==> config.mk <==
export PLATFORM = sky130hd
export DESIGN_NAME = rs_tag_alloc
export DESIGN_NICKNAME = d
export VERILOG_FILES = /design/src/rtl/rs_tag_alloc_pkg.sv /design/src/rtl/rs_tag_alloc_prio_enc.sv /design/src/rtl/rs_tag_alloc.sv
export SDC_FILE = /design/constraint.sdc
export NUM_CORES = 1
export LEC_CHECK = 0
export ABC_AREA = 0
export CAP_MARGIN = 20
export CORE_MARGIN = 2
export CORE_UTILIZATION = 45
export DETAILED_ROUTE_END_ITERATION = 12
export PLACE_DENSITY = 0.88
export SYNTH_ARGS = -nofsm -noshare
export SYNTH_HDL_FRONTEND = slang
export SYNTH_HIERARCHICAL = 1
export SYNTH_SLANG_ARGS = --single-unit
==> constraint.sdc <==
create_clock -name clk -period 7.9 [get_ports clk]
set_input_delay 1.58 -clock clk [delete_from_list [all_inputs] [get_ports clk]]
set_output_delay 1.58 -clock clk [all_outputs]
set_load 0.02 [all_outputs]
==> src/rtl/rs_tag_alloc_pkg.sv <==
// Shared sizing for reservation-station tag allocators: per-RS-type slot counts,
// tag widths and the "no free slot" sentinel.
package rs_tag_alloc_pkg;

  typedef enum logic [1:0] {
    RS_ALU = 2'd0,
    RS_LS  = 2'd1,
    RS_BR  = 2'd2
  } rs_kind_e;

  localparam int unsigned ALU_RS_SIZE = 6;
  localparam int unsigned ALU_TAG_W   = 3;
  localparam int unsigned LS_RS_SIZE  = 8;
  localparam int unsigned LS_TAG_W    = 4;
  localparam int unsigned BR_RS_SIZE  = 4;
  localparam int unsigned BR_TAG_W    = 3;

  localparam logic [ALU_TAG_W-1:0] ALU_NO_FREE_TAG = '1;

  function automatic int unsigned rs_size(input rs_kind_e kind);
    case (kind)
      RS_LS:   return LS_RS_SIZE;
      RS_BR:   return BR_RS_SIZE;
      default: return ALU_RS_SIZE;
    endcase
  endfunction

  function automatic int unsigned rs_tag_w(input rs_kind_e kind);
    case (kind)
      RS_LS:   return LS_TAG_W;
      RS_BR:   return BR_TAG_W;
      default: return ALU_TAG_W;
    endcase
  endfunction

endpackage

==> src/rtl/rs_tag_alloc_prio_enc.sv <==
// Lowest-set-bit priority encoder with valid; shared with RS issue-select.
module prio_enc_lsb #(
  parameter int unsigned N     = 6,
  parameter int unsigned OUT_W = 3
) (
  input  logic [N-1:0]     req,
  output logic [OUT_W-1:0] idx,
  output logic             valid
);

  always_comb begin
    idx   = '0;
    valid = 1'b0;
    // Scan high to low so the lowest set bit is the last one written.
    for (int i = N - 1; i >= 0; i--) begin
      if (req[i]) begin
        idx   = OUT_W'(i);
        valid = 1'b1;
      end
    end
  end

endmodule

==> src/rtl/rs_tag_alloc.sv <==
// Reservation-station slot allocator: owns the occupancy bitmap, hands out the
// lowest free tag, reclaims tags from several release ports, supports flush.
module rs_tag_alloc
  import rs_tag_alloc_pkg::*;
#(
  parameter int unsigned      RS_SIZE     = ALU_RS_SIZE,
  parameter int unsigned      TAG_W       = ALU_TAG_W,
  parameter int unsigned      NUM_REL     = 2,
  parameter int unsigned      AFULL_THR   = 5,
  parameter logic [TAG_W-1:0] NO_FREE_TAG = ALU_NO_FREE_TAG
) (
  input  logic                         clk,
  input  logic                         rst,
  input  logic                         alloc_en,
  output logic [TAG_W-1:0]             alloc_tag,
  output logic                         alloc_ok,
  output logic                         has_free,
  input  logic [NUM_REL-1:0]           rel_en,
  input  logic [NUM_REL*TAG_W-1:0]     rel_tag,
  input  logic                         flush,
  output logic [RS_SIZE-1:0]           busy_vec,
  output logic [$clog2(RS_SIZE+1)-1:0] count,
  output logic                         afull,
  output logic                         err_double_free
);

  localparam int unsigned        CNT_W = $clog2(RS_SIZE + 1);
  localparam logic [RS_SIZE-1:0] ONE   = {{(RS_SIZE-1){1'b0}}, 1'b1};

  if (32'(NO_FREE_TAG) < RS_SIZE) begin : g_bad_sentinel
    $error("rs_tag_alloc: NO_FREE_TAG must not alias a real slot");
  end

  function automatic logic [CNT_W-1:0] popcount(input logic [RS_SIZE-1:0] v);
    logic [CNT_W-1:0] n;
    n = '0;
    for (int i = 0; i < RS_SIZE; i++) n = n + CNT_W'(v[i]);
    return n;
  endfunction

  logic [RS_SIZE-1:0] free_vec;
  logic [TAG_W-1:0]   enc_idx;
  logic               enc_valid;
  logic [RS_SIZE-1:0] alloc_mask;
  logic [RS_SIZE-1:0] rel_mask;
  logic [RS_SIZE-1:0] clr_mask;
  logic               rel_bad;
  logic [RS_SIZE-1:0] busy_next;
  logic [CNT_W-1:0]   count_next;
  logic               err_next;

  assign free_vec = ~busy_vec;

  prio_enc_lsb #(
    .N     (RS_SIZE),
    .OUT_W (TAG_W)
  ) u_enc (
    .req   (free_vec),
    .idx   (enc_idx),
    .valid (enc_valid)
  );

  assign has_free  = enc_valid;
  assign alloc_tag = enc_valid ? enc_idx : NO_FREE_TAG;
  assign alloc_ok  = alloc_en & enc_valid & ~flush;
  assign afull     = (32'(count) >= AFULL_THR);

  always_comb begin
    rel_mask = '0;
    clr_mask = '0;
    rel_bad  = 1'b0;
    // Releases are judged against the registered bitmap only, so a tag being
    // allocated this cycle is still free and its release counts as a double free.
    // Out-of-range tags shift the mask to zero and are flagged the same way.
    for (int i = 0; i < NUM_REL; i++) begin
      rel_mask = ONE << rel_tag[i*TAG_W +: TAG_W];
      if (rel_en[i]) begin
        if ((rel_mask & busy_vec) == '0) rel_bad = 1'b1;
        clr_mask = clr_mask | (rel_mask & busy_vec);
      end
    end
    alloc_mask = alloc_ok ? (ONE << enc_idx) : '0;
    busy_next  = flush ? '0 : ((busy_vec & ~clr_mask) | alloc_mask);
    count_next = popcount(busy_next);
    err_next   = err_double_free | (rel_bad & ~flush);
  end

  always_ff @(posedge clk) begin
    if (rst) begin
      busy_vec        <= '0;
      count           <= '0;
      err_double_free <= 1'b0;
    end else begin
      busy_vec        <= busy_next;
      count           <= count_next;
      err_double_free <= err_next;
    end
  end

  always @(posedge clk) begin
    if (!rst) begin
      assert (32'(count) <= RS_SIZE);
      assert (!has_free || (32'(alloc_tag) < RS_SIZE));
    end
  end

endmodule

# ---- Word-level counts from Yosys, hierarchy flattened
# Index checks and enable logic that the tools add are counted.
dict set report op_classes {
  n_addsub 5
  mul 0
  div_mod_pow 0
  n_lt_le_gt_ge 1
  eq_ne 0
  shifts 3
  muxes 21
  n_bitwise 12
  reduce_logical 2
}
# operator count
set op_table {}
lappend op_table {{2-to-1 mux 6 bit} 4}
lappend op_table {{2-to-1 mux 3 bit} 7}
lappend op_table {{bitwise AND 6 bit} 3}
lappend op_table {{left shift 1 x 3 -> 6 bit (first input constant)} 3}
lappend op_table {{logical NOT 6 bit} 2}
lappend op_table {{NOT 6 bit} 2}
lappend op_table {{bitwise OR 6 bit} 2}
lappend op_table {{2-to-1 mux 1 bit} 10}
lappend op_table {{adder 3 x 1 -> 3 bit} 3}
lappend op_table {{adder 2 x 1 -> 3 bit} 1}
lappend op_table {{bitwise AND 1 bit} 3}
lappend op_table {{>= comparator 3 bit (second input constant)} 1}
lappend op_table {{adder 1 x 1 -> 2 bit} 1}
lappend op_table {{NOT 1 bit} 1}
lappend op_table {{bitwise OR 1 bit} 1}
dict set report word_totals {
  register_bits 10
  latch_bits 0
  ramBits 0
  rom_bits 0
  in_bits 12
  out_inout_bits 16
  memories 0
}

# ---- Logic depth before layout (Yosys ltp)
# Gate-level depths: netlist (run 1).
dict set report depth {
  ltp_word 17
  mapped_depth 12
  ltp_nobuf 12
}

# ---- By module
# The synthesis (run 1) kept the hierarchy.
# module instances cells_each area_each_um2 seq_area_each_um2
set by_module_without_submodules {}
lappend by_module_without_submodules {rs_tag_alloc 1 85 793.3 200.2}
lappend by_module_without_submodules {prio_enc_lsb 1 10 57.6 0.0}

# ---- Worst setup path before layout (run 1)
# Ideal clock, no wire load.
dict set report synth_path {
  kind {input -> register}
  startpoint {in rel_tag[3]}
  endpoint {reg count[1]}
  setup_time_ns 0.129
  arrival_ns 4.195
  required_ns 7.771
  setup_slack_ns 3.576
  path_stages 10
  path_cell_list {buf_2 -> or4b_1 -> a32oi_1 -> or2_1 -> fa_1 -> fa_1 -> inv_1 -> ha_1 -> fa_1 -> nor2b_1}
}
dict set report synth_via {
  elab_chain_cells 13
}
# element line
set synth_rtl {}
lappend synth_rtl {{start, declared} rs_tag_alloc.sv:19} ;# input logic [NUM_REL*TAG_W-1:0] rel_tag,
lappend synth_rtl {{left shift 1 x 3 -> 6 bit (*)} rs_tag_alloc.sv:76} ;# rel_mask = ONE << rel_tag[i*TAG_W +: TAG_W];
lappend synth_rtl {{bitwise AND 6 bit (*)} rs_tag_alloc.sv:79} ;# clr_mask = clr_mask | (rel_mask & busy_vec);
lappend synth_rtl {{bitwise OR 6 bit (*)} rs_tag_alloc.sv:79}
lappend synth_rtl {{2-to-1 mux 6 bit (*)} rs_tag_alloc.sv:77} ;# if (rel_en[i]) begin
lappend synth_rtl {{NOT 6 bit (*)} rs_tag_alloc.sv:83} ;# busy_next = flush ? '0 : ((busy_vec & ~clr_mask) | alloc_mask);
lappend synth_rtl {{bitwise AND 6 bit (*)} rs_tag_alloc.sv:83}
lappend synth_rtl {{bitwise OR 6 bit (*)} rs_tag_alloc.sv:83}
lappend synth_rtl {{2-to-1 mux 6 bit (*)} rs_tag_alloc.sv:83}
lappend synth_rtl {{adder 1 x 1 -> 2 bit} rs_tag_alloc.sv:37} ;# for (int i = 0; i < RS_SIZE; i++) n = n + CNT_W'(v[i]);
lappend synth_rtl {{adder 2 x 1 -> 3 bit} rs_tag_alloc.sv:37}
lappend synth_rtl {{adder 3 x 1 -> 3 bit (2 in a row)} rs_tag_alloc.sv:37}
lappend synth_rtl {{adder 3 x 1 -> 3 bit (*)} rs_tag_alloc.sv:37}
lappend synth_rtl {{net count_next[1]} rs_tag_alloc.sv:49} ;# logic [CNT_W-1:0] count_next;
lappend synth_rtl {{end signal, assigned} rs_tag_alloc.sv:95} ;# count <= count_next;
lappend synth_rtl {{end, declared} rs_tag_alloc.sv:22} ;# output logic [$clog2(RS_SIZE+1)-1:0] count,
# The timed path passes the listed nets; every way through them passes the cells marked *.
# A chain may end at the register's enable or synchronous reset.

# ---- Worst setup path in the final report (run 1)
# Ends and elaborated chain as after synthesis.

==> results of run 1 <==
## sequential cells by signal, summed over array words and instances, names as in the netlist
register and count:
busy_vec 6, err_double_free 1, count 3
## worst max-delay path, delay by kind of cell
kind,cells,cell delay (ns)
buffers and inverters,2,0.59
AO/OA/AOI/OAI,1,0.19
adder cells (fa/ha/maj),4,1.52
AND/OR/NAND/NOR,3,0.86
## routing by layer
layer / GRT usage (%) / wire length (µm)
met5: 0 / 0
met4: 11.67 / 39
met3: 3.396 / 82
met2: 32.97 / 954
met1: 25.88 / 887
## final timing paths
check	cells past startpoint	slack [ns]	to
setup / recovery	10	3.30	count[1]
setup reg to reg	12	4.36	count[1]
hold / removal	2	0.56	err_double_free
hold reg to reg	2	0.56	err_double_free
## cell families after synthesis
logic type	after synthesis	share of synthesized area [%]
multiplexers	4	7.794
AND/OR/NAND/NOR	50	40.14
adder cells (fa/ha/maj)	4	8.529
flip-flops	10	23.53
buffers and inverters	16	8.088
AO/OA/AOI/OAI	11	11.91
## cell usage in the layout, fill, tap and decap left out, types with 3 or more instances in the layout
cell,instances
a32oi_1,5
dfxtp_1,10
nand4b_1,4
nor3_1,3
nand2b_1,4
or2_1,5
nand2_1,3
nand4bb_1,4
nor2b_1,8
fa_1,3
clkdlybuf4s50_1,27
nor2_1,11
clkbuf_4,3
inv_1,12
## layout make-up
type	count	area [µm²]
Inverter	12	45.04
Tap cell	25	31.28
Fill cell	149	594.3
Timing Repair Buffer	27	270.3
Sequential cell	10	200.2
Multi-Input combinational cell	69	581.8
Clock buffer	3	22.52
## per-stage QoR
step	total power, mW	util (%)
2_1_floorplan	0.06498	-
3_3_place_gp	0.07548	64.66
3_5_place_dp	0.07591	64.66
4_1_cts	0.1091	65.95
5_1_grt	0.1137	65.95
6_report	0.1090	65.95
## power breakdown
group	internal, mW	total [mW]	leakage, nW	switching, mW
Sequential	0.0513	0.0521	0.0810	0.000799
Combinational	0.0122	0.0228	0.324	0.0105
Clock	0.0176	0.0342	0.0138	0.0166
==> impl_metrics.json, run 1 <==
{
  "status": "completed",
  "slowest_stage": "or4b_1",
  "synth_top_area_share_pct": 23.53,
  "synth_cell_types": 31,
  "power.leakage_nw": 0.4193,
  "max_freq_ghz": 0.2176,
  "clk_latency_ns": 0.27,
  "areaGrowthSynthToFinish_pct": 35.29,
  "fin_worst_skew_ns": 0.0008683,
  "clk_pin_slew_worst_paths_ns": 0.06,
  "yosys_warnings": 6,
  "fp.dieW_um": 47.48,
  "critical_path_class": "in -> reg",
  "r2r_start": "busy_vec[4]",
  "initial_core_util_pct": 48.75,
  "crit_start": "rel_tag[3]",
  "syn_inst": 95,
  "cts_hold_buf": 0,
  "hold_ws_ns": 0.5619,
  "peakVddDrop_mv": 0.07114,
  "antenna_found_initial": 0,
  "root_buffer": "clkbuf_4",
  "via_per_inst": 5.322,
  "ios": 28,
  "post-cts-setup-buffers": 0,
  "final_nets": 139,
  "timing.setup.tns_ns": 0,
  "ys_ff_latch": 10,
  "max_stage_delay_ns": 0.57,
  "drive_above_1_share_pct": 9.917,
  "post_cts_resized": 0,
  "yosysMostFrequentCell": "inv_1",
  "hold_path_startpoint": "err_double_free",
  "portBuffers": 27,
  "cts_made_buffers": 3,
  "vias": 777,
  "worst_hold_path_type": "reg -> reg",
  "post_dp_cell_area_um2": 1129,
  "grt_max_degree": 12,
  "cp-end-kind": "flop",
  "grt_setup_unrepaired": "no",
  "gp_congestion": 0.9041,
  "relSlewSlack_pct": 71.51,
  "cts_max_level": 1,
  "track_usage_pct": 20.47,
  "required_ns": 8.05,
  "period_minus_slack_ns": 4.596,
  "place_hpwl_um": 1552,
  "clock-sinks": 10,
  "drc_errors": 0,
  "cts_tree": "yes",
  "crit_chain": "clkdlybuf4s50_1, or4b_1, a32oi_1, or2_1, fa_1, fa_1, inv_1, ha_1, fa_1, nor2b_1",
  "first_iter_violations": 17,
  "grt_pass1_wl_um": 3153,
  "dieArea_um2": 2254,
  "ys_top_cells_by_count": "inv_1, nor2_1, dfxtp_1",
  "diodes": 0,
  "cap_violations": 0,
  "setup_ws_ns": 3.304,
  "worst_slew_pin_slew_ns": 0.4273,
  "place_inst": 143,
  "grt_pass1_vias": 749,
  "core-area_um2": 1745,
  "clk_path_buf_depth": 2,
  "wl_um": 1964,
  "place_ws_ns": 3.034,
  "start_kind": "primary input",
  "period_share_pct": 58.18,
  "fin_area_um2": 1151,
  "grt_overflow": 0,
  "cp_data_arrival_time_ns": 4.74,
  "dieHeight_um": 47.48,
  "synth.net_count": 111,
  "yosysTopAreaCell": "dfxtp_1",
  "drtAntennaViolNets": 0,
  "netlist_top_cells_area": "dfxtp_1, fa_1, nor2b_1",
  "wl_per_cell_um": 13.45,
  "synth_flop_cell": "dfxtp_1",
  "synth_area_um2": 850.8,
  "drv_slew": 0,
  "drtPass1Iterations": 4,
  "critPathMaxFanout": 8,
  "finalHoldViolCount": 0,
  "ys_seq_area_share_pct": 23.53,
  "syn_avg_cell_area_um2": 8.956,
  "final-setup-viol-count": 0,
  "powerDensity_nw_per_um2": 94.73,
  "synth_enable_flop_cells": 0,
  "layout.cells.non_filler": 146,
  "cpMostUsedCell": "fa_1",
  "placement_rows": 15,
  "async_flop_share_pct": 0
}
(Power assumes the default switching activity.)
==> run 2, diff against run 1 <==
==> constraint.sdc (replaced) <==
create_clock -name clk -period 4.4 [get_ports clk]
set_input_delay 0.88 -clock clk [delete_from_list [all_inputs] [get_ports clk]]
set_output_delay 0.88 -clock clk [all_outputs]
set_load 0.02 [all_outputs]
==> run 2 against run 1 <==
Compared with the run above: wire length rose by 15%; sequential cell count did not move; setup slack got worse by 2.8 ns; register-to-register slack got worse by 3.6 ns; die area did not move; non-clock buffer count rose by 3; first-iteration DRC count rose by 59%; global-route usage rose by 2.5 points; sequential power rose by 79%; clock power rose by 77%; worst hold slack got worse by 0.0070 ns; critical endpoint unchanged.
==> impl_metrics.json, run 2 (same netlist as run 1, synthesis figures left out) <==
{
  "final_cell_mix": "clkdlybuf4s50_1, inv_1, nor2_1, dfxtp_1, nor2b_1",
  "required_ns": 4.54,
  "fin_worst_skew_ns": 0.002586,
  "clk_latency_ns": 0.26,
  "place_ws_ns": 0.2630,
  "holdPathStages": 2,
  "max_stage_delay_ns": 0.59,
  "grt_max_degree": 12,
  "r2r_slack_ns": 0.81,
  "fp.dieW_um": 47.48,
  "clk_pin_slew_worst_paths_ns": 0.06,
  "drtAntennaViolNets": 0,
  "hold_path_startpoint": "err_double_free",
  "dieArea_um2": 2254,
  "grt_setup_unrepaired": "no",
  "cp-end-kind": "flop",
  "track_usage_pct": 22.97,
  "final_nets": 142,
  "placement_rows": 15,
  "antenna_found_initial": 0,
  "gp_congestion": 0.7904,
  "reg_top3": "busy_vec (6), count (3), err_double_free (1)",
  "drv_slew": 0,
  "period_share_pct": 88.42,
  "final_util_pct": 67.24,
  "wl_um": 2262,
  "cts_max_level": 1,
  "final-setup-viol-count": 0,
  "clk_path_buf_depth": 2,
  "dieHeight_um": 47.48,
  "relSlewSlack_pct": 71.64,
  "peakVddDrop_mv": 0.1439,
  "drive_above_1_share_pct": 12.10,
  "critPathMaxFanout": 7,
  "cts_made_buffers": 3,
  "place_hpwl_um": 1800,
  "clock-sinks": 10,
  "grt_pass1_vias": 797,
  "r2r_end": "count[1]",
  "post_cts_resized": 0,
  "critical_path_class": "in -> reg",
  "place_inst": 146,
  "areaGrowthSynthToFinish_pct": 37.94,
  "cts_tree": "yes",
  "max_freq_ghz": 0.2570,
  "slowest_stage": "clkdlybuf4s50_1",
  "setup_ws_ns": 0.5096,
  "post-cts-setup-buffers": 0,
  "crit_chain": "clkdlybuf4s50_1, or4b_1, a32oi_1, or2_1, fa_1, fa_1, inv_1, ha_1, fa_1, nor2b_1",
  "status": "completed",
  "grt_pass1_wl_um": 3477,
  "drc_errors": 0,
  "wl_per_cell_um": 15.18,
  "drtPass1Iterations": 4,
  "worst_hold_path_type": "reg -> reg",
  "cpMostUsedCell": "fa_1",
  "r2r_cells": 12,
  "crit_start": "rel_en[1]",
  "vias": 852,
  "cp_data_arrival_time_ns": 4.03,
  "ios": 28,
  "cts_hold_buf": 0,
  "r2r_start": "busy_vec[4]",
  "initial_core_util_pct": 48.75,
  "largest_reg_flops": 6,
  "timing.setup.tns_ns": 0,
  "start_kind": "primary input",
  "worst_slew_pin_slew_ns": 0.4253,
  "cap_violations": 0,
  "first_iter_violations": 27,
  "root_buffer": "clkbuf_4",
  "hold_end": "err_double_free",
  "grt_overflow": 0,
  "finalHoldViolCount": 0,
  "hold_ws_ns": 0.5548,
  "powerDensity_nw_per_um2": 168.3,
  "layout.cells.non_filler": 149,
  "final_common_cell": "clkdlybuf4s50_1",
  "period_minus_slack_ns": 3.890,
  "portBuffers": 27,
  "core-area_um2": 1745,
  "diodes": 0,
  "power.leakage_nw": 0.4337,
  "via_per_inst": 5.718,
  "largest_register": "busy_vec"
}
[run 2: per-stage QoR]
| step | area (µm²) | power, mW |
|---|---|---|
| floorplan | 850.8 | 0.1167 |
| global placement | 1151 | 0.1374 |
| detailed placement | 1151 | 0.1387 |
| CTS | 1174 | 0.2006 |
| global route | 1174 | 0.2055 |
| finish | 1174 | 0.1975 |
[run 2: report_power, final]
part	switching [mW]	internal, mW	total [mW]	leakage [nW]
sequential	0.00144	0.0920	0.0935	0.0810
clock	0.0290	0.0315	0.0605	0.0138
combinational	0.0199	0.0237	0.0436	0.339
[run 2: worst max-delay path: cells and delay by family]
kind	cells	cell delay, ns
AO/OA/AOI/OAI	1	0.20
AND/OR/NAND/NOR	3	0.77
buffers and inverters	2	0.64
adder cells (fa/ha/maj)	4	1.54
[run 2: metal layers]
layer  vias up  global-route usage (%)  share of wire, %
met1       397                   27.29                39
met5         -                       0                 0
met2        46                   38.92                51
li1        402                       -                 -
met3         7                   3.396               7.3
met4         0                   13.89               2.3
[run 2: worst max-delay path by stage]
| stage | cells after the start | end | slack (ns) |
|---|---|---|---|
| floorplan | 10 | count[1] | 0.78 |
| global placement | 10 | count[1] | 0.31 |
| detailed placement | 10 | count[1] | 0.26 |
| CTS | 10 | count[1] | 0.53 |
| global route | 10 | count[1] | 0.38 |
| finish | 10 | count[1] | 0.51 |
[run 2: final cells by class]
class | count | area (µm²)
Multi-Input combinational cell | 69 | 581.8
Fill cell | 151 | 571.8
Timing Repair Buffer | 30 | 292.8
Sequential cell | 10 | 200.2
Inverter | 12 | 45.04
Tap cell | 25 | 31.28
Clock buffer | 3 | 22.52
==> patch 1 (config.mk and constraints of run 2) <==
Change the package constant `ALU_RS_SIZE` from 6 to 7.
--- a/src/rtl/rs_tag_alloc_pkg.sv
+++ b/src/rtl/rs_tag_alloc_pkg.sv
@@ -8,7 +8,7 @@
     RS_BR  = 2'd2
   } rs_kind_e;
 
-  localparam int unsigned ALU_RS_SIZE = 6;
+  localparam int unsigned ALU_RS_SIZE = 7;
   localparam int unsigned ALU_TAG_W   = 3;
   localparam int unsigned LS_RS_SIZE  = 8;
   localparam int unsigned LS_TAG_W    = 4;
Ports: changed (resized busy_vec); port bits go from 28 to 29. No check against the original RTL was run, so the function may have changed too.
==> patch 1 against run 2 <==
Sequential power up 9%; via count increased by 21%; clock power is 13% higher; sequential cell count increased by 1; sequential share of layout area increased by 0.18 points; power up 11%; highest routed layer unchanged; global-route usage is 1.7 points higher; cell area rose by 8.8%; wire length is 27% higher; utilization down 2.1 points; hold slack got worse by 0.027 ns; largest power group unchanged; worst setup slack worse by 0.28 ns; area after synthesis is 10% higher.
==> patch 1: results (changes against run 2) <==
Status
  • Status: finished clean (unchanged)

Final layout
  • Filler instances: 183 (was 151)
  • Multi-input logic area: 631 um2 (was 582 um2)
  • Signal buf overhead: 0.243 (was 0.249)
  • Inverters: 15 (was 12)
  • Final net count: 159 (was 142)
  • Seq. cell area: 220 um2 (was 200 um2)
  • Top flop regs: busy_vec: 7 flops, count: 3 flops, err_double_free: 1 flops (was busy_vec: 6 flops, count: 3 flops, err_double_free: 1 flops)
  • Layout cells sized above 1: 0.0986 (was 0.121)
  • Multi-input combinational gate total: 80 (was 69)
  • Clock buf/inv share: 0.0206 (was 0.0192)

Routing
  • DR iter-0 viols: 88 (was 27)
  • Drt total wl: 2870 um (was 2260 um)
  • Met1 WL: 1060 um (was 893 um)
  • Met2 Routed Length: 1520 um (was 1150 um)

Placement
  • I/O Buffers: 28 (was 27)
  • GP Congestion: 0.912 (was 0.790)
  • DP Worst Slack: 0.0329 ns (was 0.263 ns)

Power and ir drop
  • P_leak: 0.472 nW (was 0.434 nW)
  • Maximum VDD drop: 0.000198 V (was 0.000144 V)

GRT
  • GR Util All Layers: 0.247 (was 0.230)
  • Largest net degree at the start of global routing: 13 (was 12)
  • Vias in the first global route: 977 (was 797)
  • Met1 usage: 0.275 (was 0.273)
  • First-pass GRT wire length: 4760 um (was 3480 um)

Logic synthesis
  • Syn_nets: 128 (was 111)
  • Register area share after synthesis: 0.234 (was 0.235)
  • Synth cell count leaders: 15 x inv_1, 11 x dfxtp_1, 10 x nor2b_1 (was 12 x inv_1, 11 x nor2_1, 10 x dfxtp_1)
  • Yosys cell types: 33 (was 31)

Worst setup path
  • R2r setup slk: 0.56 ns (was 0.81 ns)
  • Maximum fanout along the worst path: 9 (was 7)
  • Crit path DAT: 4.32 ns (was 4.03 ns)
  • R2R cell count: 13 (was 12)

Timing
  • Final hold slack: 0.527 ns (was 0.555 ns)
## patch 1: changes by cell type in the layout (fill, tap and decap cells not counted), moves of 2 or more
cell and change:
or2_1 -3, or4b_1 -2, inv_1 +3, a21oi_1 +7, nand4b_1 +2, nand4bb_1 -2
nor4b_1 +2, nor2b_1 +2, nor3_1 +3, nor2_1 -4, a32oi_1 -3, nand2_1 +3
o311ai_0 +4
## patch 1: critical path, cell delays in order
cell             delay (ns)
clkdlybuf4s50_1        0.66
nand2_1                0.11
o311ai_0               0.40
a21oi_1                0.19
fa_1                   0.56
inv_1                  0.05
fa_1                   0.48
inv_1                  0.06
fa_1                   0.37
fa_1                   0.43
nor2b_1                0.13
## patch 1: how the worst max path moves through the flow
stage,start,endpoint,slack [ns],cells past startpoint
after global routing,rel_tag[3],count[1],0.16,11
after detailed placement,rel_tag[3],count[1],0.03,11
after CTS,rel_tag[3],count[1],0.31,11
after global placement,rel_tag[3],count[1],0.09,11
final,rel_tag[3],count[1],0.23,11
after floorplan,busy_vec[3],count[1],0.66,13
## patch 1: metrics by stage
stage               instances  cell area [um2]
global route              169             1280
detailed placement        165             1250
floorplan                 112              940
finish                    169             1280
CTS                       169             1280
global placement          165             1250
## patch 1: logic make-up after synthesis
family | count (synthesis) | synth area share
compound gates | 20 | 0.150
fa+ha+maj | 4 | 0.0852
buf+inv | 21 | 0.0945
flops | 11 | 0.234
mux | 4 | 0.0692
simple gates | 52 | 0.366
## patch 1: report_power, final
part	internal [W]	total (W)	switching, W
registers	0.000101	0.000102	0.00000135
logic	0.0000239	0.0000485	0.0000246
clock network	0.0000351	0.0000682	0.0000332
total	0.000160	0.000219	0.0000592
==> patch 2 (flow settings as in run 2) <==
Without the edit above. Register the output `count` once more, without a reset; this adds one clock of latency there. The other outputs are not delayed to match.
--- a/src/rtl/rs_tag_alloc.sv
+++ b/src/rtl/rs_tag_alloc.sv
@@ -26,6 +26,8 @@
 
   localparam int unsigned        CNT_W = $clog2(RS_SIZE + 1);
   localparam logic [RS_SIZE-1:0] ONE   = {{(RS_SIZE-1){1'b0}}, 1'b1};
+
+  logic [$clog2(RS_SIZE+1)-1:0] count_s0;
 
   if (32'(NO_FREE_TAG) < RS_SIZE) begin : g_bad_sentinel
     $error("rs_tag_alloc: NO_FREE_TAG must not alias a real slot");
@@ -63,7 +65,7 @@
   assign has_free  = enc_valid;
   assign alloc_tag = enc_valid ? enc_idx : NO_FREE_TAG;
   assign alloc_ok  = alloc_en & enc_valid & ~flush;
-  assign afull     = (32'(count) >= AFULL_THR);
+  assign afull     = (32'(count_s0) >= AFULL_THR);
 
   always_comb begin
     rel_mask = '0;
@@ -88,21 +90,25 @@
   always_ff @(posedge clk) begin
     if (rst) begin
       busy_vec        <= '0;
-      count           <= '0;
+      count_s0        <= '0;
       err_double_free <= 1'b0;
     end else begin
       busy_vec        <= busy_next;
-      count           <= count_next;
+      count_s0        <= count_next;
       err_double_free <= err_next;
     end
   end
 
   always @(posedge clk) begin
     if (!rst) begin
-      assert (32'(count) <= RS_SIZE);
+      assert (32'(count_s0) <= RS_SIZE);
       assert (!has_free || (32'(alloc_tag) < RS_SIZE));
     end
   end
 
+  always_ff @(posedge clk) begin
+    count <= count_s0;
+  end
+
 endmodule
 
Behaviour: not the same (Yosys sat finds a counterexample within 4 cycles, from zero or initial values and one cycle with rst high).
==> patch 2 against run 2 <==
Power increased by 17%; sequential cell count rose by 3; sequential share of layout area increased by 4.1 points; cell area grew 5.0%; wire length down 3.8%; critical endpoint is now count_s0[1]; sequential power rose by 29%; cell count rose by 3.4%; fmax is 0.86% lower; worst setup slack got worse by 0.034 ns; area after synthesis increased by 7.1%.
==> patch 2: results (changes against run 2) <==
Power and ir drop
  • Maximum VDD drop: 0.000224 V (was 0.000144 V)
  • P_leak: 0.454 nW (was 0.434 nW)

Final layout
  • Filler instances: 169 (was 151)
  • Antenna Cells: 0 (unchanged)
  • Final net count: 144 (was 142)
  • Layout cells sized above 1: 0.110 (was 0.121)
  • Top flop regs: busy_vec: 6 flops, count: 3 flops, count_s0: 3 flops (was busy_vec: 6 flops, count: 3 flops, err_double_free: 1 flops)
  • Reg with most FFs: busy_vec (unchanged)

Min path
  • Worst hold-check path type: flip-flop to flip-flop (unchanged)

Placement
  • I/O Buffers: 27 (unchanged)
  • Final HPWL DP: 1730 um (was 1800 um)
  • Dpl cell area: 1210 um2 (was 1150 um2)
  • GP Congestion: 0.854 (was 0.790)

Timing
  • Setup Skew: 0.00176 ns (was 0.00259 ns)
  • Tightest Pin Transition: 0.428 ns (was 0.425 ns)

GRT
  • First-pass GRT wire length: 3700 um (was 3480 um)
  • Largest net degree at the start of global routing: 12 (unchanged)
  • GR Util All Layers: 0.191 (was 0.230)
  • Antenna violations before repair: 0 (unchanged)
  • Vias in the first global route: 879 (was 797)

Logic synthesis
  • Synth warn: 6 (unchanged)
  • Syn_nets: 114 (was 111)
  • Register area share after synthesis: 0.286 (was 0.235)
  • Post-synth ARST share: 0 (unchanged)
  • Yosys cell types: 31 (unchanged)
  • Largest cells by area after synthesis: dfxtp_1 29%, fa_1 6.6%, nor2b_1 5.5%, inv_1 4.9%, mux4_2 4.9% (was dfxtp_1 24%, fa_1 7.1%, nor2b_1 5.9%, inv_1 5.3%, mux4_2 5.3%)
  • Synth cell count leaders: 13 x dfxtp_1, 12 x inv_1, 11 x nor2_1 (was 12 x inv_1, 11 x nor2_1, 10 x dfxtp_1)

Routing
  • Met2 Routed Length: 1120 um (was 1150 um)
  • DR iter-0 viols: 39 (was 27)
  • Drt first pass iters: 4 (unchanged)
  • Met3 Wirelength: 90 um (was 164 um)
  • Drt total wl: 2180 um (was 2260 um)
  • Met1 WL: 909 um (was 893 um)
  • Top sig layer: met4 (unchanged)
  • Drt via density: 5.66 (was 5.72)

CTS
  • CTS clock-pin slew for the worst setup and hold paths: 0.07 ns
  • Worst-Skew Late Latency: 0.26 ns (about the same)
  • Post-CTS setup buffers: 0 (unchanged)
  • CTS Buffer Depth: 2 (unchanged)
  • CTS H-tree depth: 1 (unchanged)
  • Num CTS Buffers: 3 (unchanged)
  • CTS resizes: 0 (unchanged)
  • Root buffer cell: clkbuf_4 (unchanged)

Worst setup path
  • Worst path slowest cell: or4b_1 (was clkdlybuf4s50_1)
  • CP max stage delay: 0.56 ns (was 0.59 ns)
  • Maximum fanout along the worst path: 8 (was 7)
  • Crit path DAT: 4.07 ns (was 4.03 ns)

Status
  • Status: finished clean (unchanged)
[patch 2: cell count changes in the layout (fill, tap and decap cells not counted)]
cell / change
clkbuf_1: +1
buf_4: -1
dfxtp_1: +3
[patch 2: logic make-up (layout without fill, tap and decap cells)]
family | after synthesis | count (layout) | synth area share
simple gates | 50 | 50 | 0.375
buf+inv | 16 | 45 | 0.0755
flops | 13 | 13 | 0.286
compound gates | 11 | 11 | 0.111
fa+ha+maj | 4 | 4 | 0.0797
mux | 4 | 4 | 0.0728
[patch 2: per-stage QoR]
step / setup WS (ns) / cells
4_1_cts: 0.463 / 154
5_1_grt: 0.418 / 154
2_1_floorplan: 0.776 / 98
3_3_place_gp: 0.273 / 150
3_5_place_dp: 0.198 / 150
6_report: 0.476 / 154
[patch 2: worst max-delay path, delay by kind of cell]
family,cells,cell delay (ns)
buffers and inverters,2,0.56
AND/OR/NAND/NOR,3,0.85
AO/OA/AOI/OAI,1,0.23
adder cells (fa/ha/maj),4,1.54
[patch 2: report_power, final]
group	internal (W)	leakage [nW]	total, W	switching, W
clock	0.0000350	0.0150	0.0000680	0.0000331
combinational	0.0000231	0.334	0.0000426	0.0000195
sequential	0.000119	0.105	0.000121	0.00000156
[patch 2: routing by layer]
metal | vias up | track usage
li1 | 409 | -
met1 | 423 | 0.225
met2 | 31 | 0.356
met3 | 8 | 0.0184
met4 | 0 | 0.0714
met5 | - | 0
[patch 2: area by class of cell]
cell class,instances,area (um2),share of cell area
Multi-Input combinational cell,69,582,0.472
Timing Repair Buffer,29,285,0.231
Sequential cell,13,260,0.211
Inverter,12,45.0,0.0365
Tap cell,27,33.8,0.0274
Clock buffer,4,26.3,0.0213
[patch 2: final timing paths]
path,start,cells past startpoint,end,slack [ns]
hold reg to reg,count_s0[1],0,count[1],0.36
hold / removal,count_s0[1],0,count[1],0.36
setup / recovery,rel_tag[4],10,count_s0[1],0.48
setup reg to reg,busy_vec[4],12,count_s0[1],0.79
